File: src/rtl/laser_cover_scorer.sv
// laser_cover_scorer
//   Downstream checker for the LASER dual-circle placement block. It captures
//   the same NUM_PT-target frame that is streamed into LASER. When LASER
//   pulses DONE, it samples both circle centres and walks the stored frame
//   once. For each circle it counts the targets inside the radius, the
//   targets inside both circles, and the targets inside at least one.
//
// Ports
//   CLK, RST            clock; asynchronous active-high reset
//   PT_VALID, X, Y      frame target stream (one target per valid cycle)
//   DONE                LASER result pulse; C1X..C2Y valid while high
//   C1X, C1Y, C2X, C2Y  LASER circle centres
//   SCORE               targets covered by C1 or C2
//   C1_CNT, C2_CNT      targets covered by C1 / by C2
//   BOTH_CNT            targets covered by both circles
//   SCORE_VALID         one-cycle pulse, results valid
//   ERR                 one-cycle pulse, DONE arrived before a full frame
//   BUSY                high while waiting for DONE or evaluating
module laser_cover_scorer #(
  parameter int NUM_PT    = 40,
  parameter int RADIUS_SQ = 16,
  parameter int CW        = 4
) (
  input  logic          CLK,
  input  logic          RST,
  input  logic          PT_VALID,
  input  logic [CW-1:0] X,
  input  logic [CW-1:0] Y,
  input  logic          DONE,
  input  logic [CW-1:0] C1X,
  input  logic [CW-1:0] C1Y,
  input  logic [CW-1:0] C2X,
  input  logic [CW-1:0] C2Y,
  output logic [5:0]    SCORE,
  output logic [5:0]    C1_CNT,
  output logic [5:0]    C2_CNT,
  output logic [5:0]    BOTH_CNT,
  output logic          SCORE_VALID,
  output logic          ERR,
  output logic          BUSY
);

  localparam logic [1:0] S_LOAD   = 2'd0;
  localparam logic [1:0] S_WAIT   = 2'd1;
  localparam logic [1:0] S_EVAL   = 2'd2;
  localparam logic [1:0] S_REPORT = 2'd3;

  localparam logic [5:0] LAST_IDX = 6'(NUM_PT - 1);

  // Absolute difference without wrap-around: |15 - 0| is 15, not 1.
  function automatic logic [CW-1:0] abs_diff(input logic [CW-1:0] a,
                                             input logic [CW-1:0] b);
    return (a >= b) ? (a - b) : (b - a);
  endfunction

  function automatic logic covered(input logic [CW-1:0] px,
                                   input logic [CW-1:0] py,
                                   input logic [CW-1:0] cx,
                                   input logic [CW-1:0] cy);
    logic [CW-1:0]   dx;
    logic [CW-1:0]   dy;
    logic [2*CW-1:0] sx;
    logic [2*CW-1:0] sy;
    logic [2*CW:0]   sum;
    dx  = abs_diff(px, cx);
    dy  = abs_diff(py, cy);
    sx  = (2*CW)'(dx) * (2*CW)'(dx);
    sy  = (2*CW)'(dy) * (2*CW)'(dy);
    sum = {1'b0, sx} + {1'b0, sy};
    return sum <= (2*CW+1)'(RADIUS_SQ);
  endfunction

  logic [1:0]      state_q,    state_d;
  logic [5:0]      ptr_q,      ptr_d;
  logic [5:0]      idx_q,      idx_d;
  logic [5:0]      acc_s_q,    acc_s_d;
  logic [5:0]      acc_c1_q,   acc_c1_d;
  logic [5:0]      acc_c2_q,   acc_c2_d;
  logic [5:0]      acc_b_q,    acc_b_d;
  logic [5:0]      score_q,    score_d;
  logic [5:0]      c1_cnt_q,   c1_cnt_d;
  logic [5:0]      c2_cnt_q,   c2_cnt_d;
  logic [5:0]      both_cnt_q, both_cnt_d;
  logic            sv_q,       sv_d;
  logic            err_q,      err_d;
  logic [CW-1:0]   c1x_q, c1y_q, c2x_q, c2y_q;
  logic [CW-1:0]   c1x_d, c1y_d, c2x_d, c2y_d;

  // Frame buffer, packed {x, y}. Never read before being rewritten, so it
  // carries no reset.
  logic [2*CW-1:0] buf_q [NUM_PT];
  logic            buf_we;
  logic [2*CW-1:0] buf_wdata;

  logic [2*CW-1:0] entry;
  logic            in1;
  logic            in2;

  assign entry = buf_q[idx_q];
  assign in1   = covered(entry[2*CW-1:CW], entry[CW-1:0], c1x_q, c1y_q);
  assign in2   = covered(entry[2*CW-1:CW], entry[CW-1:0], c2x_q, c2y_q);

  always_comb begin
    state_d    = state_q;
    ptr_d      = ptr_q;
    idx_d      = idx_q;
    acc_s_d    = acc_s_q;
    acc_c1_d   = acc_c1_q;
    acc_c2_d   = acc_c2_q;
    acc_b_d    = acc_b_q;
    score_d    = score_q;
    c1_cnt_d   = c1_cnt_q;
    c2_cnt_d   = c2_cnt_q;
    both_cnt_d = both_cnt_q;
    sv_d       = 1'b0;
    err_d      = 1'b0;
    c1x_d      = c1x_q;
    c1y_d      = c1y_q;
    c2x_d      = c2x_q;
    c2y_d      = c2y_q;
    buf_we     = 1'b0;
    buf_wdata  = {X, Y};

    case (state_q)
      S_LOAD: begin
        // DONE wins over a simultaneous final store: the frame is short.
        if (DONE) begin
          err_d      = 1'b1;
          score_d    = '0;
          c1_cnt_d   = '0;
          c2_cnt_d   = '0;
          both_cnt_d = '0;
          ptr_d      = '0;
        end else if (PT_VALID) begin
          buf_we = 1'b1;
          if (ptr_q == LAST_IDX) begin
            ptr_d   = '0;
            state_d = S_WAIT;
          end else begin
            ptr_d = ptr_q + 6'd1;
          end
        end
      end
      S_WAIT: begin
        if (DONE) begin
          c1x_d    = C1X;
          c1y_d    = C1Y;
          c2x_d    = C2X;
          c2y_d    = C2Y;
          acc_s_d  = '0;
          acc_c1_d = '0;
          acc_c2_d = '0;
          acc_b_d  = '0;
          idx_d    = '0;
          state_d  = S_EVAL;
        end
      end
      S_EVAL: begin
        acc_c1_d = acc_c1_q + 6'(in1);
        acc_c2_d = acc_c2_q + 6'(in2);
        acc_b_d  = acc_b_q  + 6'(in1 & in2);
        acc_s_d  = acc_s_q  + 6'(in1 | in2);
        if (idx_q == LAST_IDX) begin
          idx_d   = '0;
          state_d = S_REPORT;
        end else begin
          idx_d = idx_q + 6'd1;
        end
      end
      default: begin
        score_d    = acc_s_q;
        c1_cnt_d   = acc_c1_q;
        c2_cnt_d   = acc_c2_q;
        both_cnt_d = acc_b_q;
        sv_d       = 1'b1;
        ptr_d      = '0;
        state_d    = S_LOAD;
      end
    endcase
  end

  always_ff @(posedge CLK or posedge RST) begin
    if (RST) begin
      state_q    <= S_LOAD;
      ptr_q      <= '0;
      idx_q      <= '0;
      acc_s_q    <= '0;
      acc_c1_q   <= '0;
      acc_c2_q   <= '0;
      acc_b_q    <= '0;
      score_q    <= '0;
      c1_cnt_q   <= '0;
      c2_cnt_q   <= '0;
      both_cnt_q <= '0;
      sv_q       <= 1'b0;
      err_q      <= 1'b0;
    end else begin
      state_q    <= state_d;
      ptr_q      <= ptr_d;
      idx_q      <= idx_d;
      acc_s_q    <= acc_s_d;
      acc_c1_q   <= acc_c1_d;
      acc_c2_q   <= acc_c2_d;
      acc_b_q    <= acc_b_d;
      score_q    <= score_d;
      c1_cnt_q   <= c1_cnt_d;
      c2_cnt_q   <= c2_cnt_d;
      both_cnt_q <= both_cnt_d;
      sv_q       <= sv_d;
      err_q      <= err_d;
    end
  end

  always_ff @(posedge CLK) begin
    c1x_q <= c1x_d;
    c1y_q <= c1y_d;
    c2x_q <= c2x_d;
    c2y_q <= c2y_d;
    if (buf_we) begin
      buf_q[ptr_q] <= buf_wdata;
    end
  end

  assign SCORE       = score_q;
  assign C1_CNT      = c1_cnt_q;
  assign C2_CNT      = c2_cnt_q;
  assign BOTH_CNT    = both_cnt_q;
  assign SCORE_VALID = sv_q;
  assign ERR         = err_q;
  assign BUSY        = (state_q == S_WAIT) || (state_q == S_EVAL);

endmodule

File: config.mk
export PLATFORM = sky130hd
export DESIGN_NAME = laser_cover_scorer
export DESIGN_NICKNAME = d
export VERILOG_FILES = /design/src/rtl/laser_cover_scorer.sv
export SDC_FILE = /design/constraint.sdc
export NUM_CORES = 1
export LEC_CHECK = 0
export ABC_AREA = 1
export CORE_ASPECT_RATIO = 0.75
export CORE_MARGIN = 4
export CORE_UTILIZATION = 58
export DETAILED_ROUTE_END_ITERATION = 16
export DONT_BUFFER_PORTS = 1
export PLACE_DENSITY_LB_ADDON = 0.05
export SYNTH_ARGS = -nofsm -noshare
export SYNTH_HDL_FRONTEND = slang
export SYNTH_SLANG_ARGS = --single-unit
File: constraint.sdc
create_clock -name CLK -period 7.15 [get_ports CLK]
set_input_delay 0.715 -clock CLK [delete_from_list [all_inputs] [get_ports CLK]]
set_output_delay 0.715 -clock CLK [all_outputs]
set_load 0.01 [all_outputs]
* Word level (Yosys, flattened, before mapping)
Memory sizes are Yosys's and may differ from the RTL's. Cells that the tools add are included. Widths: inputs -> output; s select.
Storage, ports and cells: bits in registers 80, memory bits (writable) 320, input bits 28, output and inout bits 27, logic and storage cells 101, memories kept 1
Cells by class: add/sub/neg operators 16, $mul 4, order comparisons 6, equal/unequal tests 11, multiplexer cells 33, bitwise gates (word level) 3, reduce and logical (&&, ||, !) cells 10
Memory list:
- buf_q | depth 40, bits a word 8, rd ports 1, clocked after Yosys merged registers in 0, wr ports 1, RTL line 91 | logic [2*CW-1:0] buf_q [NUM_PT];
Operators with widths (count):
- $pmux 6 s2 | 10
- $mul 4x4->8 | 4
- $sub 4x4->4 | 8
- $mux 6 | 5
- $add 6x1->6 | 4
- $add 8x8->9 | 2
- $le 9x5->1 const B | 2
- $ge 4x4->1 | 4
- $mux 4 | 4
- $add 6x1->6 const B | 2
- $eq 6x6->1 const B | 2
- $ne 2x2->1 const B | 6
- $mux 2 | 5
- $mux 1 | 8
- $reduce_and 2->1 | 4
- $pmux 2 s3 | 1
- $reduce_and 5->1 | 1
- $ne 3x3->1 const B | 1
- $reduce_or 3->1 | 1
- $eq 2x1->1 const B | 1
- $eq 2x2->1 const B | 1
- $logic_not 2->1 | 1
- $reduce_bool 2->1 | 1
- $reduce_or 2->1 | 1
- 4 further kinds | 4

* Logic depth before layout (Yosys ltp)
An unclocked memory read counts as a cell.
depth in word-level cells 9, mapped depth 49, mapped depth without buffers 47

* Worst setup path after synthesis
No wires, ideal clock.
kind flip-flop to flip-flop, start register idx_q[0], end register acc_b_q[4], library setup time 0.123 ns, data arrival time 6.586 ns, required time 7.027 ns, path slack 0.441 ns, cell stages (with the launch flop) 46, buffers on the path 3, clock period less this slack 6.709 ns, cells stage by stage dfrtp_1 > buf_4 > buf_6 > buf_4 > nand2_1 > nand3_1 > nand3_1 > nand2_1 > nand2_1 > nand3_1 > nand3_1 > nand2_1 > inv_1 > ha_1 > inv_1 > fa_1 > nand2_1 > inv_1 > (+10 left out) > fa_1 > inv_1 > fa_1 > ha_1 > inv_1 > fa_1 > a31o_2 > nand4_1 > nor2_1 > nand2_1 > nor2_1 > ha_1 > ha_1 > nand2_1 > nor2_1 > nand2_1 > o22ai_1 > a21oi_1
Between the ends: cells in the longest elaborated chain, start to end 9, elaborated cells between the ends (all ways) 28, those cells by class 11 x add/sub; 4 x mul; 6 x order compare; 5 x mux; 1 x bitwise; 1 x memory
Ends and longest elaborated chain:
- start: declaration | RTL line 75 | logic [5:0] idx_q, idx_d;
- start signal: assignment | RTL line 200 | idx_q <= idx_d;
- $mem_v2 40x8 *
- $sub 4x4->4 / $ge 4x4->1 (equally long branches) | RTL line 53 | return (a >= b) ? (a - b) : (b - a);
- $mux 4 | RTL line 53
- $mul 4x4->8 (on tied branches) | RTL line 67, 68
- $add 8x8->9 | RTL line 69 | sum = {1'b0, sx} + {1'b0, sy};
- $le 9x5->1 | RTL line 70 | return sum <= (2*CW+1)'(RADIUS_SQ);
- $and 1x1->1 * | RTL line 161 | acc_b_d = acc_b_q + 6'(in1 & in2);
- $add 6x1->6 * | RTL line 161
- $pmux 6 s2 * | RTL line 124 | case (state_q)
- end signal: assignment | RTL line 190 | acc_b_q <= '0;
- end signal: assignment | RTL line 204 | acc_b_q <= acc_b_d;
- end: declaration | RTL line 79 | logic [5:0] acc_b_q, acc_b_d;
Every way passes the cells marked *; elsewhere a longest branch is shown, timed or not. A chain may end at the register's enable or synchronous reset.

* Final worst setup path
start register idx_q[0], end register acc_b_q[5]
Same word-level chain as after synthesis.

==> results.sh <==
export IMPL_ir_worst_vdd_mv=0.209
export IMPL_grt_first_pass_wirelength_um=75500
export IMPL_synth_ff_type="edfxtp_1"
export IMPL_synth_top_cell_by_area="edfxtp_1"
export IMPL_cp_arrival_ns=7.87
export IMPL_track_usage_pct=27.4
export IMPL_setup_viol=16
export IMPL_violations="negative setup slack"
export IMPL_cts_root_buf="clkbuf_16"
export IMPL_die_area_um2=35700
export IMPL_status="complete, but fails checks"
export IMPL_synth_top_area_share_pct=53.2
export IMPL_start_kind="register"
export IMPL_slowest_delay_ns=0.53
export IMPL_path_class="register to register"
export IMPL_crit_buf_inv=14
export IMPL_required_ns=7.57
export IMPL_fmax_mhz=134
export IMPL_fp_dieW_um=217
export IMPL_path_max_fanout=7
export IMPL_final_common_cell="nand2_1"
export IMPL_gp_congestion=0.912
export IMPL_final_cell_mix="nand2_1 (396), edfxtp_1 (336), nand3_1 (219), buf_4 (137), inv_1 (111)"
export IMPL_p_leak_nw=9.16
export IMPL_seq_area_frac_synth_pct=61.6
export IMPL_hold_violations=0
export IMPL_drv_slew=0
export IMPL_max_slew_margin_rel_pct=11.6
export IMPL_clk_latency_ns=0.54
export IMPL_syn_to_final_growth_pct=21.4
export IMPL_rsz0062_at_grt="yes"
export IMPL_core_um2=32300
export IMPL_vias=13600
export IMPL_path_delay_family="adder cells"
export IMPL_post_drt_wl_per_cell_um=20.4
export IMPL_yosys_register_bits=400
export IMPL_min_period_over_period_pct=104
export IMPL_numCtsBuffers=39
export IMPL_first_pass_iters=5
export IMPL_period_needed_ns=7.45
export IMPL_antenna_found_initial=1
export IMPL_ys_warn_count=0
export IMPL_drtAntennaViolNets=0
export IMPL_routed_wl_um=48800
export IMPL_cts_sinks=400
export IMPL_yosys_cell_types_count=39
export IMPL_hp_class="input pin to register"
export IMPL_rows=57
export IMPL_synthTopCellsByArea="edfxtp_1 (53%), nand2_1 (8.8%), dfrtp_1 (8.4%)"
export IMPL_crit_top_cell="inv_2"
export IMPL_worst_slew_pin_slew_ns=1.32
export IMPL_route_detailed_drc=0
export IMPL_io_pins=55
export IMPL_postSynthCellCount=1775
export IMPL_fin_util_pct=71.2
export IMPL_syn_nets=1909
export IMPL_ys_async_sr_fraction_pct=16.0
export IMPL_path_clk_slew_ns=0.07
export IMPL_hpwl_um=30400
export IMPL_vias_per_cell=5.70
export IMPL_fin_skew_ns=0.0152
export IMPL_start_util_pct=58.7
export IMPL_pre_cts_ws_ns=-0.555
export IMPL_synth_edf_count=336
export IMPL_cts_tree="yes"
export IMPL_die_h_um=165
export IMPL_io_buffers=0
export IMPL_htreeDepth=2
export IMPL_grt_max_degree=65
export IMPL_drive_above_1_share_pct=22.4
export IMPL_end_kind="register"
export IMPL_postCtsHoldBufs=0
export IMPL_final_setup_worst_slack_ns=-0.299
export IMPL_finalNetCount=2053
export IMPL_syn_avg_cell_area_um2=10.7
export IMPL_fill_cells=2361
export IMPL_diodes=0
export IMPL_power_density_nw_per_um2=219
export IMPL_clockBufferDepth=3
export IMPL_maxCapViolCount=0
export IMPL_syn_area_um2=19000
export IMPL_grt_pass1_vias=13400
export IMPL_first_iter_violations=1347
export IMPL_grt_ovfl_total=0
export IMPL_cpMaxStageDelayCell="fa_1"
==> sequential cells by signal (all words and copies together), names as in the netlist <==
register	cells
ptr_q	6
acc_b_q	6
C1_CNT	6
SCORE	6
c1y_q	4
c1x_q	4
SCORE_VALID	1
idx_q	6
acc_s_q	6
BOTH_CNT	6
buf_q	320
C2_CNT	6
acc_c2_q	6
state_q	2
c2x_q	4
c2y_q	4
ERR	1
acc_c1_q	6
==> cell usage after synthesis (3+ instances only) <==
library cell,number
nand2_1,446
edfxtp_1,336
nand3_1,261
inv_1,134
nor2_1,122
ha_1,76
o21ai_0,71
dfrtp_1,64
buf_2,34
a21oi_1,31
fa_1,30
nor3_1,28
clkbuf_1,18
o22ai_1,15
buf_4,12
buf_6,9
xor2_1,9
o211ai_1,8
o221ai_1,8
inv_2,7
buf_1,6
nand4_1,6
o21ai_1,6
xnor2_1,6
o21bai_1,5
clkinv_1,4
o21ai_2,4
a21oi_2,3
==> metal layers <==
| metal | track usage, % | vias to the layer above | wire length [um] |
|---|---|---|---|
| met1 | 42.2 | 6692 | 22500 |
| met2 | 40.9 | 472 | 21600 |
| met5 | 0 | - | 0 |
| met3 | 5.17 | 75 | 3880 |
| met4 | 6.43 | 0 | 779 |
| li1 | - | 6370 | - |
==> path summary, 6_finish.rpt <==
kind,from,to,slack (ns),depth (start not counted)
setup reg to reg,idx_q[0]$_DFFE_PP0P_,acc_b_q[5]$_DFFE_PP0P_,-0.30,47
setup / recovery,idx_q[0]$_DFFE_PP0P_,acc_b_q[5]$_DFFE_PP0P_,-0.30,47
min in group asynchronous,RST,SCORE_VALID$_DFF_PP0_,0.31,2
max in group asynchronous,RST,idx_q[0]$_DFFE_PP0P_,6.19,2
hold reg to reg,acc_b_q[5]$_DFFE_PP0P_,acc_b_q[5]$_DFFE_PP0P_,0.51,1
hold / removal,C2Y[2],c2y_q[2]$_DFFE_PP_,0.26,0
==> stage by stage <==
stage / power, W / std cells / hold WS, ns / instance area [um^2] / TNS, ns
2_1_floorplan: 0.00296 / 1775 / 0.445 / 19000 / 0
3_3_place_gp: 0.00307 / 2266 / 0.462 / 20300 / -3.72
3_5_place_dp: 0.00310 / 2266 / 0.475 / 20300 / -7.47
4_1_cts: 0.00503 / 2376 / 0.238 / 22600 / -0.411
5_1_grt: 0.00525 / 2389 / 0.240 / 23000 / -9.85
6_report: 0.00504 / 2389 / 0.262 / 23000 / -2.50
==> kinds of logic after synthesis <==
group | after synthesis | share of synthesized area (%)
flops | 400 | 61.6
xor+xnor | 15 | 0.693
compound gates | 158 | 4.83
buf+inv | 226 | 5.32
fa+ha+maj | 106 | 8.18
simple gates | 870 | 19.3
==> timing repair <==
action / 4_1_cts / 5_1_grt
setup endpoints to repair: 24 / 24
cloned: 11 / 0
setup buffers: 30 / 13
pin swaps: 58 / 32
gates resized for setup: 175 / 76
==> power breakdown <==
part           total [W]  switching (W)  internal (W)
combinational   0.000628       0.000352      0.000276
sequential       0.00254     0.00000434       0.00254
clock            0.00187       0.000868       0.00101
total            0.00504        0.00122       0.00382
==> cell type report <==
type	count	area, um^2	share of cell area [%]
multi-input cells	1149	7140	31.0
repair buffers	181	1910	8.28
well taps	442	553	2.40
clock buffers	46	1000	4.35
repair inverters	1	11.3	0.0489
inverters	147	586	2.54
flip-flops and latches	400	11700	50.8
clock inverters	23	120	0.522
Power figures use the tool's default switching activity.
